$ cat config.mk
export PLATFORM = sky130hd
export DESIGN_NAME = telemetry_uart
export DESIGN_NICKNAME = d
export VERILOG_FILES = /design/src/rtl/telemetry_uart_pkg.sv /design/src/rtl/telemetry_uart_tx.sv /design/src/rtl/telemetry_uart.sv
export SDC_FILE = /design/constraint.sdc
export NUM_CORES = 1
export LEC_CHECK = 0
export ABC_CLOCK_PERIOD_IN_PS = 5200
export BUFFER_PORTS_ARGS = -buffer_cell sky130_fd_sc_hd__buf_4
export CAP_MARGIN = 20
export CORE_MARGIN = 1
export CORE_UTILIZATION = 55
export DETAILED_ROUTE_END_ITERATION = 10
export PLACE_DENSITY = 0.82
export SYNTH_ARGS = -nofsm -noshare
export SYNTH_HDL_FRONTEND = slang
export SYNTH_SLANG_ARGS = --single-unit
$ cat constraint.sdc
create_clock -name CLK36 -period 5.2 [get_ports CLK36]
set_input_delay 0.26 -clock CLK36 [delete_from_list [all_inputs] [get_ports CLK36]]
set_output_delay 0.26 -clock CLK36 [all_outputs]
set_load 0.02 [all_outputs]
$ cat src/rtl/telemetry_uart_pkg.sv
// Shared constants, types and helpers for the telemetry UART framer.
//   SYNC0/SYNC1       frame sync bytes
//   FRAME_LEN         bytes per frame
//   BITS_PER_BYTE     start + 8 data + stop
//   STAT_*            bit positions inside the status byte
//   snapshot_t        values latched when a trigger is accepted
package telemetry_uart_pkg;

  localparam logic [7:0] SYNC0 = 8'hA5;
  localparam logic [7:0] SYNC1 = 8'h5A;

  localparam int FRAME_LEN     = 13;
  localparam int BITS_PER_BYTE = 10;

  localparam int STAT_LOCKED   = 7;
  localparam int STAT_OVERRUN  = 6;
  localparam int STAT_MAGPHASE = 5;
  localparam int STAT_GAIN_LSB = 0;

  typedef enum logic [1:0] {
    ST_IDLE = 2'd0,
    ST_SEND = 2'd1,
    ST_DONE = 2'd2
  } tx_state_t;

  typedef struct packed {
    logic [7:0]  seq;
    logic [15:0] x;
    logic [15:0] y;
    logic [15:0] mag;
    logic [15:0] ang;
    logic [7:0]  status;
    logic [7:0]  csum;
  } snapshot_t;

  function automatic logic [7:0] make_status(input logic       locked,
                                             input logic       overrun,
                                             input logic       ismagphase,
                                             input logic [1:0] gain);
    logic [7:0] s;
    s = '0;
    s[STAT_LOCKED]          = locked;
    s[STAT_OVERRUN]         = overrun;
    s[STAT_MAGPHASE]        = ismagphase;
    s[STAT_GAIN_LSB +: 2]   = gain;
    return s;
  endfunction

  // Modulo-256 sum of every payload byte between the sync word and the checksum.
  function automatic logic [7:0] frame_csum(input logic [7:0]  seq,
                                            input logic [15:0] x,
                                            input logic [15:0] y,
                                            input logic [15:0] mag,
                                            input logic [15:0] ang,
                                            input logic [7:0]  status);
    logic [7:0] sum;
    sum = seq + x[15:8] + x[7:0] + y[15:8] + y[7:0]
        + mag[15:8] + mag[7:0] + ang[15:8] + ang[7:0] + status;
    return sum;
  endfunction

  function automatic logic [7:0] frame_byte(input snapshot_t  s,
                                            input logic [3:0] idx);
    logic [7:0] b;
    case (idx)
      4'd0:    b = SYNC0;
      4'd1:    b = SYNC1;
      4'd2:    b = s.seq;
      4'd3:    b = s.x[15:8];
      4'd4:    b = s.x[7:0];
      4'd5:    b = s.y[15:8];
      4'd6:    b = s.y[7:0];
      4'd7:    b = s.mag[15:8];
      4'd8:    b = s.mag[7:0];
      4'd9:    b = s.ang[15:8];
      4'd10:   b = s.ang[7:0];
      4'd11:   b = s.status;
      4'd12:   b = s.csum;
      default: b = SYNC0;
    endcase
    return b;
  endfunction

endpackage

$ cat src/rtl/telemetry_uart_tx.sv
// uart_tx_byte: 8N1 serialiser for one byte.
//   CLK36   system clock
//   rst_n   async active-low reset (line returns to idle high at once)
//   load    start a byte; tx drops to the start bit on the next cycle
//   data    byte to send, LSB first
//   tx      serial line, idles high
//   ready   high during the final cycle of the stop bit; a load in that
//           cycle chains the next byte with no idle gap
module uart_tx_byte
  import telemetry_uart_pkg::*;
#(
  parameter int BAUD_DIV = 39
) (
  input  logic       CLK36,
  input  logic       rst_n,
  input  logic       load,
  input  logic [7:0] data,
  output logic       tx,
  output logic       ready
);

  localparam logic [15:0] BAUD_RELOAD = 16'(BAUD_DIV - 1);
  localparam logic [3:0]  FIRST_LEFT  = 4'(BITS_PER_BYTE - 1);

  logic [15:0] baud_cnt;
  logic [3:0]  bits_left;
  logic [8:0]  shreg;
  logic        active;
  logic        baud_tc;

  assign baud_tc = (baud_cnt == 16'd0);
  assign ready   = active && baud_tc && (bits_left == 4'd0);

  // bits_left counts the bit periods still to follow the one on the line;
  // the stop bit is pre-loaded as shreg[8] so it falls out of the shifter.
  always_ff @(posedge CLK36 or negedge rst_n) begin
    if (!rst_n) begin
      tx        <= 1'b1;
      active    <= 1'b0;
      baud_cnt  <= 16'd0;
      bits_left <= 4'd0;
      shreg     <= '1;
    end else if (load) begin
      tx        <= 1'b0;
      active    <= 1'b1;
      shreg     <= {1'b1, data};
      bits_left <= FIRST_LEFT;
      baud_cnt  <= BAUD_RELOAD;
    end else if (active) begin
      if (!baud_tc) begin
        baud_cnt <= baud_cnt - 16'd1;
      end else if (bits_left == 4'd0) begin
        active <= 1'b0;
        tx     <= 1'b1;
      end else begin
        tx        <= shreg[0];
        shreg     <= {1'b1, shreg[8:1]};
        bits_left <= bits_left - 4'd1;
        baud_cnt  <= BAUD_RELOAD;
      end
    end
  end

endmodule

$ cat src/rtl/telemetry_uart.sv
// telemetry_uart: snapshots lock-in results on a trigger and streams them as
// one 13-byte checksummed 8N1 frame.
//   CLK36       system clock
//   rst_n       async active-low reset
//   en          enables trigger acceptance
//   trig        1-cycle frame request
//   x, y        X/Y results (upper 16 bits)
//   mag, ang    magnitude / angle
//   locked      PLL lock indicator        (status bit 7)
//   ismagphase  output-mode setting       (status bit 5)
//   gain        PGA gain                  (status bits 1:0)
//   tx          UART line, idles high
//   busy        frame in flight
//   frame_done  1-cycle pulse after the last stop bit
//
// state   | meaning
// --------+-----------------------------------------------------------
// ST_IDLE | line idle, waiting for trig && en
// ST_SEND | streaming byte byte_idx of the frame
// ST_DONE | one cycle after the last stop bit; a new trig is accepted
module telemetry_uart
  import telemetry_uart_pkg::*;
#(
  parameter int BAUD_DIV = 39
) (
  input  logic        CLK36,
  input  logic        rst_n,
  input  logic        en,
  input  logic        trig,
  input  logic [15:0] x,
  input  logic [15:0] y,
  input  logic [15:0] mag,
  input  logic [15:0] ang,
  input  logic        locked,
  input  logic        ismagphase,
  input  logic [1:0]  gain,
  output logic        tx,
  output logic        busy,
  output logic        frame_done
);

  localparam logic [3:0] LAST_IDX = 4'(FRAME_LEN - 1);

  tx_state_t  state, state_nxt;
  logic [3:0] byte_idx, byte_idx_nxt;
  logic [7:0] seq;
  logic       overrun;
  snapshot_t  snap, snap_now;
  logic       accept, drop;
  logic       load, ready, frame_end;
  logic [7:0] load_data;
  logic [7:0] status_now;

  // DONE counts as not busy, so a trigger there starts the next frame; the
  // last stop-bit cycle is still SEND, so a trigger there is a drop.
  assign accept = trig && en && (state != ST_SEND);
  assign drop   = trig && en && (state == ST_SEND);

  assign busy       = (state == ST_SEND);
  assign frame_done = (state == ST_DONE);

  assign status_now = make_status(locked, overrun, ismagphase, gain);

  always_comb begin
    snap_now        = '0;
    snap_now.seq    = seq;
    snap_now.x      = x;
    snap_now.y      = y;
    snap_now.mag    = mag;
    snap_now.ang    = ang;
    snap_now.status = status_now;
    snap_now.csum   = frame_csum(seq, x, y, mag, ang, status_now);
  end

  always_ff @(posedge CLK36 or negedge rst_n) begin
    if (!rst_n) begin
      state    <= ST_IDLE;
      byte_idx <= 4'd0;
    end else begin
      state    <= state_nxt;
      byte_idx <= byte_idx_nxt;
    end
  end

  // The first sync byte is a constant, so it can be loaded on the accept
  // edge itself, in parallel with the snapshot.
  always_comb begin
    state_nxt    = state;
    byte_idx_nxt = byte_idx;
    load         = 1'b0;
    load_data    = SYNC0;
    frame_end    = 1'b0;
    case (state)
      ST_IDLE, ST_DONE: begin
        if (accept) begin
          state_nxt    = ST_SEND;
          byte_idx_nxt = 4'd0;
          load         = 1'b1;
          load_data    = SYNC0;
        end else begin
          state_nxt = ST_IDLE;
        end
      end
      ST_SEND: begin
        if (ready) begin
          if (byte_idx == LAST_IDX) begin
            state_nxt = ST_DONE;
            frame_end = 1'b1;
          end else begin
            load         = 1'b1;
            byte_idx_nxt = byte_idx + 4'd1;
            load_data    = frame_byte(snap, byte_idx + 4'd1);
          end
        end
      end
      default: state_nxt = ST_IDLE;
    endcase
  end

  always_ff @(posedge CLK36 or negedge rst_n) begin
    if (!rst_n) begin
      snap    <= '0;
      seq     <= 8'd0;
      overrun <= 1'b0;
    end else begin
      if (accept) begin
        snap <= snap_now;
      end
      if (frame_end) begin
        seq <= seq + 8'd1;
      end
      if (accept) begin
        overrun <= 1'b0;
      end else if (drop) begin
        overrun <= 1'b1;
      end
    end
  end

  uart_tx_byte #(
    .BAUD_DIV (BAUD_DIV)
  ) u_tx (
    .CLK36 (CLK36),
    .rst_n (rst_n),
    .load  (load),
    .data  (load_data),
    .tx    (tx),
    .ready (ready)
  );

endmodule

==> results.toml, run 1 <==
[detailed_routing]
detail-route-antenna-nets = 0
dr.pass1.iters = 6
drt_iter0_markers = 686
wl_per_cell_um = 17.9
vias = 6380
viasPerCell = 5.78
post-route-drc-count = 0
routed_wl_mm = 19.8

[sta]
drv_slew = 0
setup_violations = 0
period_share = 0.822
fin_setup_tns_ns = 0
timing.final.hold_violations = 0
slew_headroom = 0.311
finalWorstPathRequiredPeriod_ns = 4.28
rsz0062_at_grt = "no"
max_freq_ghz = 0.234
tightest_slew_ns = 1.03
skew_ns = 0.00755

[clocking]
cts_buffers = 17
clockRootBuffer = "clkbuf_16"
cts_tree = "built"
insertion_delay_ns = 0.42
cts_sinks = 130
cts_resized = 0
htree_levels = 4
clk_path_buf_depth = 2
clkTransAtPathRegs_ns = 0.06

[floorplan]
die_h_um = 122
dieArea_mm2 = 0.0148
die_width_um = 122
initial_core_util = 0.565
core_area_mm2 = 0.0139
row_count = 43
ios = 75

[grt]
antenna_found_initial = 0
grt_pass1_wl_mm = 32.2
grt_max_degree = 112
grt_pass1_vias = 6216
overflow = 0
grt_usage = 0.293

[yosys]
syn_area_mm2 = 0.00788
yosysUniqueCellTypes = 63
yosysWarnings = 0
avgSynthCellArea_um2 = 9.29
synth-edff-count = 0
synthCells = 848
synth-async-reset-ratio = 1.00
synth.ff_latch_count = 130
ys_seq_area_frac = 0.414
synth_ff_type = "dfrtp_1"
synth_nets = 991

[worst_setup_path]
r2r_end = "snap[7]$_DFFE_PN0P_"
critPathMaxFanout = 6
setup.worst_path.end_class = "flip-flop"
cp-start-kind = "flip-flop"
r2r_setup_slack_ns = 0.92
crit_required_ns = 5.45
rr_startpoint = "seq[2]$_DFFE_PN0P_"
startpoint = "seq[2]$_DFFE_PN0P_"
cp_data_arrival_time_ns = 4.53
crit_type = "flip-flop to flip-flop"
rr_worst_depth = 14

[run]
drv_cap = 0

[layout]
final_nets = 1054
drive_above_1_share = 0.147
syn2layout_area_growth_pct = 15.7
stdcell_count = 1104
diodes = 0

[power]
leakagePower_nw = 4.43
power_mw = 3.41
ir_drop_uv = 260
power.density_mw_per_mm2 = 374

[min_path]
min_to = "snap[29]$_DFFE_PN0P_"
min_path_cells = 3
hp-start = "ang[13]"
hp-class = "input pin to flip-flop"

[placed_design]
dp_cells = 1071
dp_hpwl_mm = 14.0
numPortBuffers = 74
gp_congestion = 0.908

[outcome]
status = "finished, final reports clean"
per-stage QoR:
| step | cell area, µm² | setup slack, ns | utilization | hold slack [ns] |
|---|---|---|---|---|
| after detailed placement | 8570 | 0.773 | 0.615 | 0.366 |
| after global routing | 9120 | 0.710 | 0.654 | 0.0484 |
| final | 9120 | 0.925 | 0.654 | 0.0449 |
| after global placement | 8570 | 0.911 | 0.615 | 0.370 |
| after CTS | 9120 | 0.935 | 0.654 | 0.0372 |
| after floorplan | 7880 | 1.18 | - | -0.0356 |
synthesized netlist by cell type, drive strengths merged, types with 2 or more instances:
cell type | instances | share of area
nand2 | 236 | 0.11
dfrtp | 121 | 0.38
inv | 55 | 0.026
o21ai | 48 | 0.031
fa | 47 | 0.12
nor2 | 35 | 0.017
clkbuf | 32 | 0.015
xnor2 | 27 | 0.030
ha | 24 | 0.038
nand3 | 23 | 0.015
xor2 | 19 | 0.021
nor3 | 17 | 0.013
a21oi | 15 | 0.010
a22oi | 15 | 0.014
a22o | 9 | 0.010
dfstp | 9 | 0.030
a32oi | 8 | 0.0089
nor2b | 8 | 0.0064
and3 | 6 | 0.0048
o22ai | 6 | 0.0048
or3 | 6 | 0.0048
a221oi | 5 | 0.0056
and2 | 5 | 0.0040
buf | 5 | 0.0035
nand2b | 5 | 0.0040
a21o | 4 | 0.0038
nor3b | 4 | 0.0038
o21a | 4 | 0.0038
a31oi | 3 | 0.0024
mux2i | 3 | 0.0038
nand3b | 3 | 0.0029
nand4 | 3 | 0.0024
nor4 | 3 | 0.0024
o31ai | 3 | 0.0046
or2 | 3 | 0.0024
or4 | 3 | 0.0038
a211o | 2 | 0.0022
a222oi | 2 | 0.0025
a311oi | 2 | 0.0022
a32o | 2 | 0.0025
mux2 | 2 | 0.0029
nand4b | 2 | 0.0022
o211ai | 2 | 0.0019
or3b | 2 | 0.0022
layout by cell type, fill, tap and decap left out, drive strengths merged, types with 17 or more instances in the layout:
cell type	netlist	routed
clkbuf	32	26
xnor2	27	27
fa	47	47
o21ai	48	48
buf	5	80
nand3	23	23
nor2	35	35
nor3	17	17
inv	55	55
ha	24	24
dfrtp	121	121
nand2	236	236
xor2	19	19
routing by layer:
layer / wire, µm / track usage / vias to the layer above
met5: 0 / 0 / -
met4: 544 / 0.113 / 0
met3: 1620 / 0.0698 / 51
met2: 9280 / 0.444 / 312
met1: 8340 / 0.410 / 3072
li1: - / - / 2945
critical path: stages (launching register included):
cell	delay [ns]
dfrtp_1	0.51
fa_1	0.50
fa_1	0.54
fa_1	0.44
fa_1	0.50
ha_1	0.31
inv_1	0.06
fa_1	0.45
nor2b_1	0.13
o21a_1	0.13
o21ai_0	0.10
nand2b_1	0.09
a21oi_1	0.09
xnor2_1	0.16
o21ai_0	0.10
registers in the layout (all words and copies together) (netlist names):
| register | count |
|---|---|
| u_tx.bits_left | 4 |
| u_tx.baud_cnt | 16 |
| u_tx.active | 1 |
| byte_idx | 4 |
| overrun | 1 |
| snap | 85 |
| state | 2 |
| seq | 8 |
| u_tx.tx | 1 |
| u_tx.shreg | 8 |
layout make-up:
cell class | count | area (µm²)
Clock inverter | 6 | 32.5
Clock buffer | 26 | 499
Sequential cell | 130 | 3260
Inverter | 55 | 206
Tap cell | 180 | 225
Multi-Input combinational cell | 626 | 4280
Fill cell | 1084 | 4820
Timing Repair Buffer | 81 | 611
kinds of logic (layout without fill, tap and decap cells):
family,Yosys count,in the layout,share of synthesized area
muxes,5,5,0.00667
buffers and inverters,92,168,0.0450
xor gates and xnor gates,46,46,0.0512
DFF,130,130,0.414
adders and majority gates,71,71,0.158
AOI/OAI and AO/OA,139,139,0.121
and+or+nand+nor,365,365,0.204
power by group:
group,internal (mW),switching [mW]
registers,1.11,0.0774
clock network,0.655,0.425
logic,0.545,0.595
how the worst max path moves through the flow:
stage                                     end  slack, ns  cells after the start
after global routing      snap[7]$_DFFE_PN0P_       0.71                     14
after floorplan           snap[7]$_DFFE_PN0P_       1.18                     15
after detailed placement  snap[7]$_DFFE_PN0P_       0.77                     16
after CTS                 snap[7]$_DFFE_PN0P_       0.93                     14
after global placement    snap[7]$_DFFE_PN0P_       0.91                     16
final                     snap[7]$_DFFE_PN0P_       0.92                     14
repair_timing:
action	4_1_cts	5_1_grt
hold buffers	1	0
setup buffers	0	0
hold endpoints to repair	47	0
No activity file was read; power rests on OpenSTA's default activity.
==> run 2, diff against run 1 <==
Settings changed: ABC_AREA set to 1, ABC_CLOCK_PERIOD_IN_PS 5200 to 4059.
Clock period 5.2 ns to 4.06 ns, I/O delays scaled along.
==> run 2 against run 1 <==
The run now ends with setup timing left. Non-clock buffer count rose by 44. Synthesized cell count rose by 21%. Routed wire length increased by 15%. Power rose by 40%. Critical path depth increased by 5. Sequential cell count stayed put. Clock-buffer cell count shrank 4. Fmax increased by 3.8%. Final cell count up 22%. Global-route usage increased by 1.8 points. Hold slack got worse by 0.042 ns. Die area rose by 5.0%. Highest routed layer unchanged.
==> results.toml, run 2 <==
[outcome]
status = "finished, violations left"
violations = "setup timing"

[grt]
overflow = 0
grt_usage = 0.311
grt_pass1_wl_mm = 37.1
antenna_found_initial = 0
grt_max_degree = 73
grt_pass1_vias = 7371

[sta]
finalWorstPathRequiredPeriod_ns = 4.12
rsz0062_at_grt = "yes"
finalWorstSetupSlack_ns = -0.0582
setup_violations = 1
max_freq_ghz = 0.243
period_share = 1.01
drv_slew = 0
tightest_slew_ns = 1.06
timing.final.hold_violations = 0
skew_ns = 0.00631
slew_headroom = 0.295

[worst_setup_path]
crit_required_ns = 4.38
rr_startpoint = "seq[6]$_DFFE_PN0P_"
critical-path-max-stage-delay_ns = 0.51
worstPathCellList = "fa_1 -> inv_1 -> fa_1 -> fa_1 -> inv_1 -> fa_1 -> inv_2 -> fa_1 -> inv_2 -> ha_4 -> nand2_2 -> inv_2 -> nand2_1 -> nand3_2 -> nand3b_1 -> nand2_1 -> nand3_1 -> nand3_1 -> nand2_1"
cp-start-kind = "flip-flop"
worst-path-buf-inv = 5
rr_worst_depth = 19
critical_path.top_delay_family = "adder cells"
setup.worst_path.end_class = "flip-flop"
critPathMaxFanout = 3
r2r_end = "snap[7]$_DFFE_PN0P_"
cp_data_arrival_time_ns = 4.43
r2r_setup_slack_ns = -0.06
crit_type = "flip-flop to flip-flop"
path_common_cell = "fa_1"
cpMaxStageDelayCell = "fa_1"

[clocking]
htree_levels = 4
insertion_delay_ns = 0.43
cts_buffers = 17
clkTransAtPathRegs_ns = 0.06
clk_path_buf_depth = 2
cts_tree = "built"
cts_sinks = 130
clockRootBuffer = "clkbuf_16"

[layout]
fillers = 1117
layout_commonest_cell = "nand2_1"
syn2layout_area_growth_pct = 21.3
largest_reg_flops = 85
final_nets = 1289
diodes = 0
final_cell_mix = "nand2_1, dfrtp_1, inv_1"
drive_above_1_share = 0.169
largest-register = "snap"
postLayoutCellArea_mm2 = 0.0100
reg_top3 = "snap x85, u_tx.baud_cnt x16"

[detailed_routing]
detail-route-antenna-nets = 0
drt_iter0_markers = 645
post-route-drc-count = 0
dr.pass1.iters = 6
routed_wl_mm = 22.8
wl_per_cell_um = 17.0
vias = 7374
viasPerCell = 5.49

[yosys]
synthCells = 1029
yosys.area.top_type = "dfrtp_1"
ys_seq_area_frac = 0.394
synth.ff_latch_count = 130
synth_common_cells = "nand2_1, dfrtp_1, inv_1, nor2_1, nand3_1"
synth_ff_type = "dfrtp_1"
yosysTopAreaCellShare = 0.366
post-synth-top-count-cell = "nand2_1"
yosysWarnings = 0
yosysUniqueCellTypes = 39
syn_area_mm2 = 0.00828
synth_nets = 1172
avgSynthCellArea_um2 = 8.04
synth-async-reset-ratio = 1.00
netlist_top_cells_area = "dfrtp_1, nand2_1, fa_1"
synth-edff-count = 0

[min_path]
hp-start = "ang[8]"
min_to = "snap[24]$_DFFE_PN0P_"
min_path_cells = 3
hp-class = "input pin to flip-flop"

[floorplan]
die_width_um = 125
core_area_mm2 = 0.0146
row_count = 44
initial_core_util = 0.567
die_h_um = 125
ios = 75
dieArea_mm2 = 0.0155

[placed_design]
gp_congestion = 0.988
dp_slack_ns = -0.278
numPortBuffers = 74
dp_hpwl_mm = 16.1
place_area_mm2 = 0.00909

[power]
ir_drop_uv = 537
power.density_mw_per_mm2 = 475
power_mw = 4.77
leakagePower_nw = 5.29

[run]
drv_cap = 0
## run 2: layout make-up
type	count	area (µm²)	share of cell area
clock inverters	10	108	0.0107
multi-input cells	761	4520	0.451
flip-flops and latches	130	3260	0.325
well taps	184	230	0.0229
clock buffers	22	474	0.0472
repair buffers	125	1020	0.102
inverters	111	419	0.0417
## run 2: metrics by stage
| stage | hold slack [ns] | std cells | TNS (ns) | utilization |
|---|---|---|---|---|
| after global routing | 0.00499 | 1343 | -0.252 | 0.688 |
| final | 0.00267 | 1343 | -0.0582 | 0.688 |
| after global placement | 0.392 | 1278 | -0.156 | 0.623 |
| after detailed placement | 0.392 | 1278 | -0.331 | 0.623 |
| after CTS | 0.000589 | 1338 | -0.0518 | 0.682 |
| after floorplan | -0.0926 | 1029 | 0 | - |
## run 2: report_power, final
part | total [mW] | switching, mW | internal, mW | leakage, nW
registers | 1.38 | 0.0323 | 1.35 | 1.67
logic | 1.86 | 0.963 | 0.897 | 3.34
clock network | 1.53 | 0.581 | 0.945 | 0.282
total | 4.77 | 1.58 | 3.19 | 5.29
## run 2: metal layers
metal / global-route usage / routed length, µm
met5: 0 / 0
met4: 0.128 / 776
met3: 0.0816 / 2040
met2: 0.503 / 11000
met1: 0.397 / 9000
## run 2: logic make-up after synthesis
kind of cell | after synthesis | share of synthesized area
flops | 130 | 0.394
simple gates | 576 | 0.303
buf+inv | 138 | 0.0665
compound gates | 84 | 0.0543
xor+xnor | 30 | 0.0318
fa+ha+maj | 71 | 0.150
## run 2: worst register-to-register path: stages, from the launching register on
cell	delay, ns
dfrtp_1	0.40
fa_1	0.49
inv_1	0.05
fa_1	0.45
fa_1	0.49
inv_1	0.05
fa_1	0.51
inv_2	0.05
fa_1	0.51
inv_2	0.05
ha_4	0.25
nand2_2	0.07
inv_2	0.03
nand2_1	0.07
nand3_2	0.08
nand3b_1	0.16
nand2_1	0.08
nand3_1	0.07
nand3_1	0.09
nand2_1	0.06
## run 2: what timing repair did
| item | CTS | global route |
|---|---|---|
| endpoints found under the setup margin | 1 | 4 |
| buffers inserted | 1 | 4 |
| gates cloned | 0 | 0 |
| gates resized for setup | 2 | 10 |
| hold buffers | 27 | 1 |
| hold endpoints to repair | 88 | 1 |
| pin swaps | 4 | 3 |
## run 2: worst max path at each step
| stage | from | endpoint | slack [ns] | depth (start not counted) |
|---|---|---|---|---|
| floorplan | seq[6]$_DFFE_PN0P_ | snap[7]$_DFFE_PN0P_ | 0.06 | 19 |
| global placement | y[6] | snap[7]$_DFFE_PN0P_ | -0.15 | 20 |
| detailed placement | y[6] | snap[7]$_DFFE_PN0P_ | -0.28 | 20 |
| CTS | seq[6]$_DFFE_PN0P_ | snap[7]$_DFFE_PN0P_ | -0.05 | 19 |
| global route | seq[6]$_DFFE_PN0P_ | snap[7]$_DFFE_PN0P_ | -0.23 | 19 |
| finish | seq[6]$_DFFE_PN0P_ | snap[7]$_DFFE_PN0P_ | -0.06 | 19 |
